--- config.mk ---
export PLATFORM = sky130hd
export DESIGN_NAME = bus_arbiter
export DESIGN_NICKNAME = d
export VERILOG_FILES = /design/src/rtl/bus_arbiter.sv
export SDC_FILE = /design/constraint.sdc
export NUM_CORES = 1
export LEC_CHECK = 0
export ABC_CLOCK_PERIOD_IN_PS = 2200
export CORE_ASPECT_RATIO = 1.25
export CORE_MARGIN = 10
export CORE_UTILIZATION = 39
export DETAILED_ROUTE_END_ITERATION = 10
export GPL_TIMING_DRIVEN = 0
export PLACE_DENSITY = 0.83
export SLEW_MARGIN = 40
export SYNTH_ARGS = -nofsm -noshare
export SYNTH_HDL_FRONTEND = slang
export SYNTH_SLANG_ARGS = --single-unit
--- constraint.sdc ---
create_clock -name clk -period 2.2 [get_ports clk]
set_input_delay 0.22 -clock clk [delete_from_list [all_inputs] [get_ports clk]]
set_output_delay 0.22 -clock clk [all_outputs]
set_load 0.1 [all_outputs]
--- src/rtl/bus_arbiter.sv ---
// Two-master round-robin arbiter in front of a shared single-outstanding bus,
// with a four-region address decoder and a bus_ready timeout.
module bus_arbiter #(
   parameter int unsigned TIMEOUT_CYCLES = 255
) (
   input  logic        clk,
   input  logic        rst_n,

   input  logic        m0_req,
   input  logic [31:0] m0_addr,
   input  logic        m0_we,
   input  logic [31:0] m0_wdata,
   input  logic [3:0]  m0_wstrb,
   output logic        m0_ack,
   output logic        m0_err,
   output logic [31:0] m0_rdata,

   input  logic        m1_req,
   input  logic [31:0] m1_addr,
   input  logic        m1_we,
   input  logic [31:0] m1_wdata,
   input  logic [3:0]  m1_wstrb,
   output logic        m1_ack,
   output logic        m1_err,
   output logic [31:0] m1_rdata,

   output logic        bus_valid,
   output logic [31:0] bus_addr,
   output logic [31:0] bus_wdata,
   output logic        bus_we,
   output logic [3:0]  bus_wstrb,
   output logic        sel_mem,
   output logic        sel_gpio,
   output logic        sel_uart,
   output logic        sel_i2c,
   input  logic [31:0] bus_rdata,
   input  logic        bus_ready
);

   typedef enum logic [1:0] {IDLE, ACCESS, RESP} state_t;

   // Value the wait counter holds during the last ACCESS cycle before timeout.
   localparam logic [15:0] TIMEOUT_LAST = 16'(TIMEOUT_CYCLES - 1);

   state_t      state;
   logic        last_grant;
   logic        gnt;
   logic [15:0] wait_cnt;
   logic [3:0]  sel_q;

   logic        pick_valid;
   logic        pick;
   logic [31:0] pick_addr;
   logic [31:0] pick_wdata;
   logic        pick_we;
   logic [3:0]  pick_wstrb;
   logic [3:0]  pick_sel;

   logic        resp_fire;
   logic        resp_master;
   logic        resp_err;
   logic [31:0] resp_data;

   // One-hot select, bit order {i2c, uart, gpio, mem}; zero means unmapped.
   function automatic logic [3:0] decode(input logic [3:0] region);
      case (region)
         4'h0:    decode = 4'b0001;
         4'h4:    decode = 4'b0010;
         4'h5:    decode = 4'b0100;
         4'h6:    decode = 4'b1000;
         default: decode = 4'b0000;
      endcase
   endfunction

   always_comb begin
      // NOTE: every variable gets a default first, so no path infers a latch.
      pick_valid = 1'b0;
      pick       = 1'b0;
      if (m0_req && m1_req) begin
         pick_valid = 1'b1;
         pick       = ~last_grant;
      end else if (m0_req) begin
         pick_valid = 1'b1;
         pick       = 1'b0;
      end else if (m1_req) begin
         pick_valid = 1'b1;
         pick       = 1'b1;
      end
      pick_addr  = pick ? m1_addr  : m0_addr;
      pick_wdata = pick ? m1_wdata : m0_wdata;
      pick_we    = pick ? m1_we    : m0_we;
      pick_wstrb = pick ? m1_wstrb : m0_wstrb;
      pick_sel   = decode(pick_addr[31:28]);
   end

   // Completion of the current transfer on this edge, and what it reports.
   always_comb begin
      resp_fire   = 1'b0;
      resp_master = gnt;
      resp_err    = 1'b0;
      resp_data   = 32'h0;
      case (state)
         IDLE: begin
            if (pick_valid && (pick_sel == 4'b0000)) begin
               resp_fire   = 1'b1;
               resp_master = pick;
               resp_err    = 1'b1;
            end
         end
         ACCESS: begin
            if (bus_ready) begin
               resp_fire = 1'b1;
               resp_data = bus_we ? 32'h0 : bus_rdata;
            end else if (wait_cnt == TIMEOUT_LAST) begin
               resp_fire = 1'b1;
               resp_err  = 1'b1;
            end
         end
         default: ;
      endcase
   end

   // NOTE: sequential state uses <= so every register samples pre-edge values.
   always_ff @(posedge clk or negedge rst_n) begin
      if (!rst_n) begin
         state      <= IDLE;
         last_grant <= 1'b1;
         gnt        <= 1'b0;
         wait_cnt   <= 16'h0;
         sel_q      <= 4'b0000;
         bus_valid  <= 1'b0;
         bus_addr   <= 32'h0;
         bus_wdata  <= 32'h0;
         bus_we     <= 1'b0;
         bus_wstrb  <= 4'h0;
         m0_ack     <= 1'b0;
         m0_err     <= 1'b0;
         m0_rdata   <= 32'h0;
         m1_ack     <= 1'b0;
         m1_err     <= 1'b0;
         m1_rdata   <= 32'h0;
      end else begin
         m0_ack <= 1'b0;
         m1_ack <= 1'b0;

         if (resp_fire) begin
            if (resp_master) begin
               m1_ack   <= 1'b1;
               m1_err   <= resp_err;
               m1_rdata <= resp_data;
            end else begin
               m0_ack   <= 1'b1;
               m0_err   <= resp_err;
               m0_rdata <= resp_data;
            end
         end

         case (state)
            IDLE: begin
               if (pick_valid) begin
                  gnt        <= pick;
                  last_grant <= pick;
                  bus_addr   <= pick_addr;
                  bus_wdata  <= pick_wdata;
                  bus_we     <= pick_we;
                  bus_wstrb  <= pick_we ? pick_wstrb : 4'h0;
                  wait_cnt   <= 16'h0;
                  if (pick_sel != 4'b0000) begin
                     state     <= ACCESS;
                     bus_valid <= 1'b1;
                     sel_q     <= pick_sel;
                  end else begin
                     state <= RESP;
                  end
               end
            end
            ACCESS: begin
               if (resp_fire) begin
                  state     <= RESP;
                  bus_valid <= 1'b0;
                  sel_q     <= 4'b0000;
                  wait_cnt  <= 16'h0;
               end else begin
                  wait_cnt <= wait_cnt + 16'h1;
               end
            end
            default: state <= IDLE;
         endcase
      end
   end

   assign sel_mem  = sel_q[0];
   assign sel_gpio = sel_q[1];
   assign sel_uart = sel_q[2];
   assign sel_i2c  = sel_q[3];

endmodule

After elaboration in Yosys (flattened, before gate mapping)
Cells that the tools add are included.
- $add $sub $neg: 1
- equal/unequal tests: 8
- muxes and demuxes: 41
- bitwise gates (word level): 2
- reductions and logical operators: 13
- operators with widths (cell ; number):
    2-to-1 mux 32 bit ; 5
    2-to-1 mux 16 bit ; 2
    case mux 16 bit (2 select lines) ; 1
    2-to-1 mux 4 bit ; 5
    2-to-1 mux 1 bit ; 19
    adder 16 x 1 -> 16 bit, second input constant ; 1
    equality test 16 x 8 -> 1 bit, second input constant ; 1
    case mux 4 bit (4 select lines) ; 1
    equality test 4 x 3 -> 1 bit, second input constant ; 3
    AND reduction 2 bit ; 5
    logical NOT 4 bit ; 2
    case mux 4 bit (2 select lines) ; 1
    2-to-1 mux 2 bit ; 3
    != test 2 bit, second input constant ; 3
    case mux 1 bit (2 select lines) ; 3
    case mux 2 bit (2 select lines) ; 1
    AND reduction 4 bit ; 1
    nonzero test 4 bit ; 1
    equality test 2 x 1 -> 1 bit, second input constant ; 1
    logical AND 1 bit ; 2
    logical NOT 2 bit ; 1
    NOT 1 bit ; 2
    nonzero test 2 bit ; 1
- register bits: 162
- input bits: 175
- output and inout port bits: 142
- word-level logic and storage cells: 81

Depth between registers and ports, before layout
- word-level depth: 12
- mapped depth: 9
- depth with buffers taken out: 7

Worst setup path after synthesis
Ideal clock, no wire load.
- path type: register to register
- start: register wait_cnt[12]
- end: register m1_rdata[10]
- library setup time: 0.128 ns
- data arrival time: 1.946 ns
- required time: 2.072 ns
- setup slack: 0.125 ns
- stages on the path, launching flop included: 7
- path buffers: 1
- period minus slack after synthesis: 2.075 ns
- cells stage by stage: dfrtp_1 -> or4_4 -> nor2_1 -> nand3_2 -> o211ai_4 -> buf_4 -> mux2_1
- longest elaborated chain between the ends: 5
- ends and longest elaborated chain (element ; line ; RTL):
    from (decl) ; 48 ; logic [15:0] wait_cnt;
    from (signal assigned) ; 184 ; wait_cnt <= wait_cnt + 16'h1;
    equality test 16 x 8 -> 1 bit ; 114 ; end else if (wait_cnt == TIMEOUT_LAST) begin
    2-to-1 mux 1 bit ; 114 ;
    2-to-1 mux 1 bit ; 111 ; if (bus_ready) begin
    case mux 1 bit (2 select lines) ; 102 ; case (state)
    AND reduction 2 bit (no line) ; n/a ;
    to (signal assigned) ; 150 ; m1_rdata <= resp_data;
    to (decl) ; 25 ; output logic [31:0] m1_rdata,
No other way between the ends.
A chain may end at the register's enable or synchronous reset.

Worst setup path after layout
- start: register wait_cnt[13]
- end: register m1_rdata[9]
Same word-level chain as after synthesis.

==> results.cfg <==
[outcome]
outcome = finished, violations left
violations = setup timing

[placement]
globalplace.congestion = 0.911
place.port_buffers = 316
post_dp_cell_area_um2 = 10200
hpwl_um = 20300
post-place-ws_ns = -0.576

[sta]
maxSlewViolCount = 0
relSlewSlack = 0.633
finalCriticalPeriod_ns = 2.23
hold_slack_ns = 0.247
tightestPinTransition_ns = 0.548
hold_violations = 0
skew_ns = 0.0109
fmax_ghz = 0.448
post-route-period-util = 1.01
rsz0062_at_grt = true
setup_viol = 6
fin_ws_ns = -0.0301

[floorplan]
coreArea_um2 = 18700
start_util = 0.394
die_h_um = 174
chipWidth_um = 143
die-area_um2 = 24800
boundaryPins = 317
row_count = 56

[critical_path]
r2r_start = wait_cnt[13]
crit_type = flop to flop
crit_family = simple AND/OR/NAND/NOR gates
worst_path_max_delay_cell = or4_4
crit_chain = or4_4 > nor2_2 > nand3_2 > o211ai_4 > buf_4 > buf_6 > buf_8 > mux2_4
slowest_delay_ns = 0.56
worstPathMaxFanout = 5
reg2reg_setup_slack_ns = -0.03
reg2regPathDepth = 8
end_kind = flop
crit_buf_inv = 3
worstPathRequired_ns = 2.51
worst_setup_path_start_kind = flop
crit_arrival_ns = 2.54
r2r-end = m1_rdata[9]

[synthesis]
syn_avg_cell_area_um2 = 10.3
ys_dominant_reg_cell = dfrtp_1
syn_nets = 895
syn_inst = 718
ys_ff_latch = 162
synthTopCellsByArea = dfrtp_1 (55%), nand2_1 (7.7%), a31oi_1 (6.5%)
netlist_area_um2 = 7370
synth_area_leader_cell = dfrtp_1
yosysSeqAreaShare = 0.550
synthArstFlopShare = 1.00
synth-edff-count = 0
yosys_warnings = 0
synth_top_area_frac = 0.547
synth_cell_types = 47

[worst_hold_path]
hold_class = primary input to asynchronous set/reset pin

[global_routing]
grt_util_met1 = 0.224
grt.busiest_layer = met2
grt_pass1_vias = 7021
grt-ovfl-total = 0
grt_pass1_wl_um = 39600
use_met3 = 0.0726
grtUsageMet2 = 0.345
grt_antenna_before_repair = 0
grt_usage = 0.204
grt_max_degree = 71

[detailed_routing]
via_count = 6785
drt-wirelength-per-cell_um = 20.0
drt-initial-drc-count = 344
dr.pass1.iters = 4
drc_errors = 0
viasPerCell = 5.18
drtAntennaViolNets = 0
wirelength_um = 26200

[power_and_ir_drop]
p_leak_nw = 5.29
power_density_nw_per_um2 = 1660
ir_drop_mv = 1.61

[cells_and_area]
design_area_um2 = 11000
nNetsFinal = 1241
postLayoutCoreUtil = 0.589
multiInputGateArea_um2 = 3140
syn_to_final_growth_pct = 49.6
drive_above_1_share = 0.241
fillers = 1607
seq_area_um2 = 4060
n_antenna_cell = 0

[clocking]
cts_buffer_depth = 2
cts_sinks = 162
cts-root-buf = clkbuf_16
ctsHtreeMaxLevel = 4
path_clk_slew_ns = 0.07
clkLatencyLatePin_ns = 0.43
cts_made_buffers = 17
cts_tree = built

[flow_run]
max_cap_viol_count = 0
==> how the worst max path moves through the flow <==
stage,start,slack [ns],cells past startpoint,end
final,wait_cnt[13],-0.03,8,m1_rdata[9]
after global routing,wait_cnt[12],-0.08,8,m1_rdata[9]
after CTS,wait_cnt[13],-0.07,6,m1_rdata[12]
after detailed placement,m0_req,-0.58,7,m1_rdata[11]
after global placement,rst_n,-5.77,1,bus_addr[2]
after floorplan,wait_cnt[12],0.13,6,m1_rdata[10]
==> placed cells by master (no fill, tap or decap), drive strengths merged, types with 7 or more instances in the layout <==
cell / count
a21oi: 13
a31oi: 76
and2: 32
buf: 173
clkbuf: 42
clkdlybuf4s50: 173
dfrtp: 161
inv: 17
mux2: 65
mux2i: 7
nand2: 152
nand3: 14
nor2: 79
o21ai: 14
==> worst reg2reg max path, stage by stage (launching register included) <==
cell and delay [ns]:
dfrtp_1 0.40, or4_4 0.56, nor2_2 0.11, nand3_2 0.10
o211ai_4 0.21, buf_4 0.19, buf_6 0.11, buf_8 0.13
mux2_4 0.31
==> synthesized netlist by cell type (2+ instances only) <==
cell type and number:
mux2i_1 7, or2_2 2, and3_1 2, a31oi_1 76
o2bb2ai_1 2, nand2b_1 3, nor3_1 5, ha_1 2
mux2_2 5, o21ai_0 13, a22o_1 4, inv_1 10
buf_4 3, and2_1 32, buf_1 11, clkbuf_1 26
and4_1 3, nand2_1 152, dfrtp_1 161, mux2_4 28
nor2_1 78, a21oi_1 13, o22ai_1 2, a41oi_1 2
o21a_1 3, or3_1 3, nand3_1 13, buf_6 4
mux2_1 32, nand4_1 3, o41ai_1 2
==> state kept, by name, summed over array words and instances (netlist names) <==
register and flops:
bus_addr 32, bus_valid 1, bus_wdata 32, bus_we 1, bus_wstrb 4, gnt 1, last_grant 1, m0_ack 1
m0_err 1, m0_rdata 32, m1_ack 1, m1_err 1, m1_rdata 32, sel_q 4, state 2, wait_cnt 16
==> kinds of logic after synthesis <==
logic type      after synthesis  synth area share
mux                          72             0.123
compound gates              124             0.108
simple gates                304             0.182
fa+ha+maj                     2           0.00340
flops                       162             0.550
buf+inv                      54            0.0331
==> report_power, final <==
| part | switching, W | internal, W |
|---|---|---|
| logic | 0.00865 | 0.00199 |
| registers | 0.000559 | 0.00390 |
| clock network | 0.00133 | 0.00186 |
| total | 0.0105 | 0.00775 |
==> per-stage QoR <==
| stage | instances | setup TNS [ns] | power [W] |
|---|---|---|---|
| 2_1_floorplan | 718 | 0 | 0.0127 |
| 3_3_place_gp | 1266 | -977.05 | 0.0157 |
| 3_5_place_dp | 1268 | -51.81 | 0.0150 |
| 4_1_cts | 1305 | -1.09 | 0.0183 |
| 5_1_grt | 1309 | -0.550 | 0.0190 |
| 6_report | 1309 | -0.125 | 0.0183 |
==> routing by layer <==
layer	wire length, um	vias to the layer above	share of wire
met5	0	-	0
met2	12900	331	0.49
met1	9980	3248	0.38
met4	752	0	0.029
li1	-	3169	-
met3	2480	37	0.095
==> cell type report <==
class,count,area share
sequential,162,0.368
multi-input combinational,502,0.284
timing repair buffer,328,0.239
clock buffer,18,0.0398
tap,232,0.0263
buffer,43,0.0218
clock inverter,14,0.0174
inverter,10,0.00340
==> repair_timing <==
action | 4_1_cts | 5_1_grt
gates resized for setup | 18 | 24
buffers inserted | 3 | 4
endpoints found under the hold margin | 29 | 0
gates cloned | 1 | 1
setup endpoints to repair | 108 | 98
hold buffers | 1 | 0
pin swaps | 1 | 1
(Power assumes the default switching activity.)
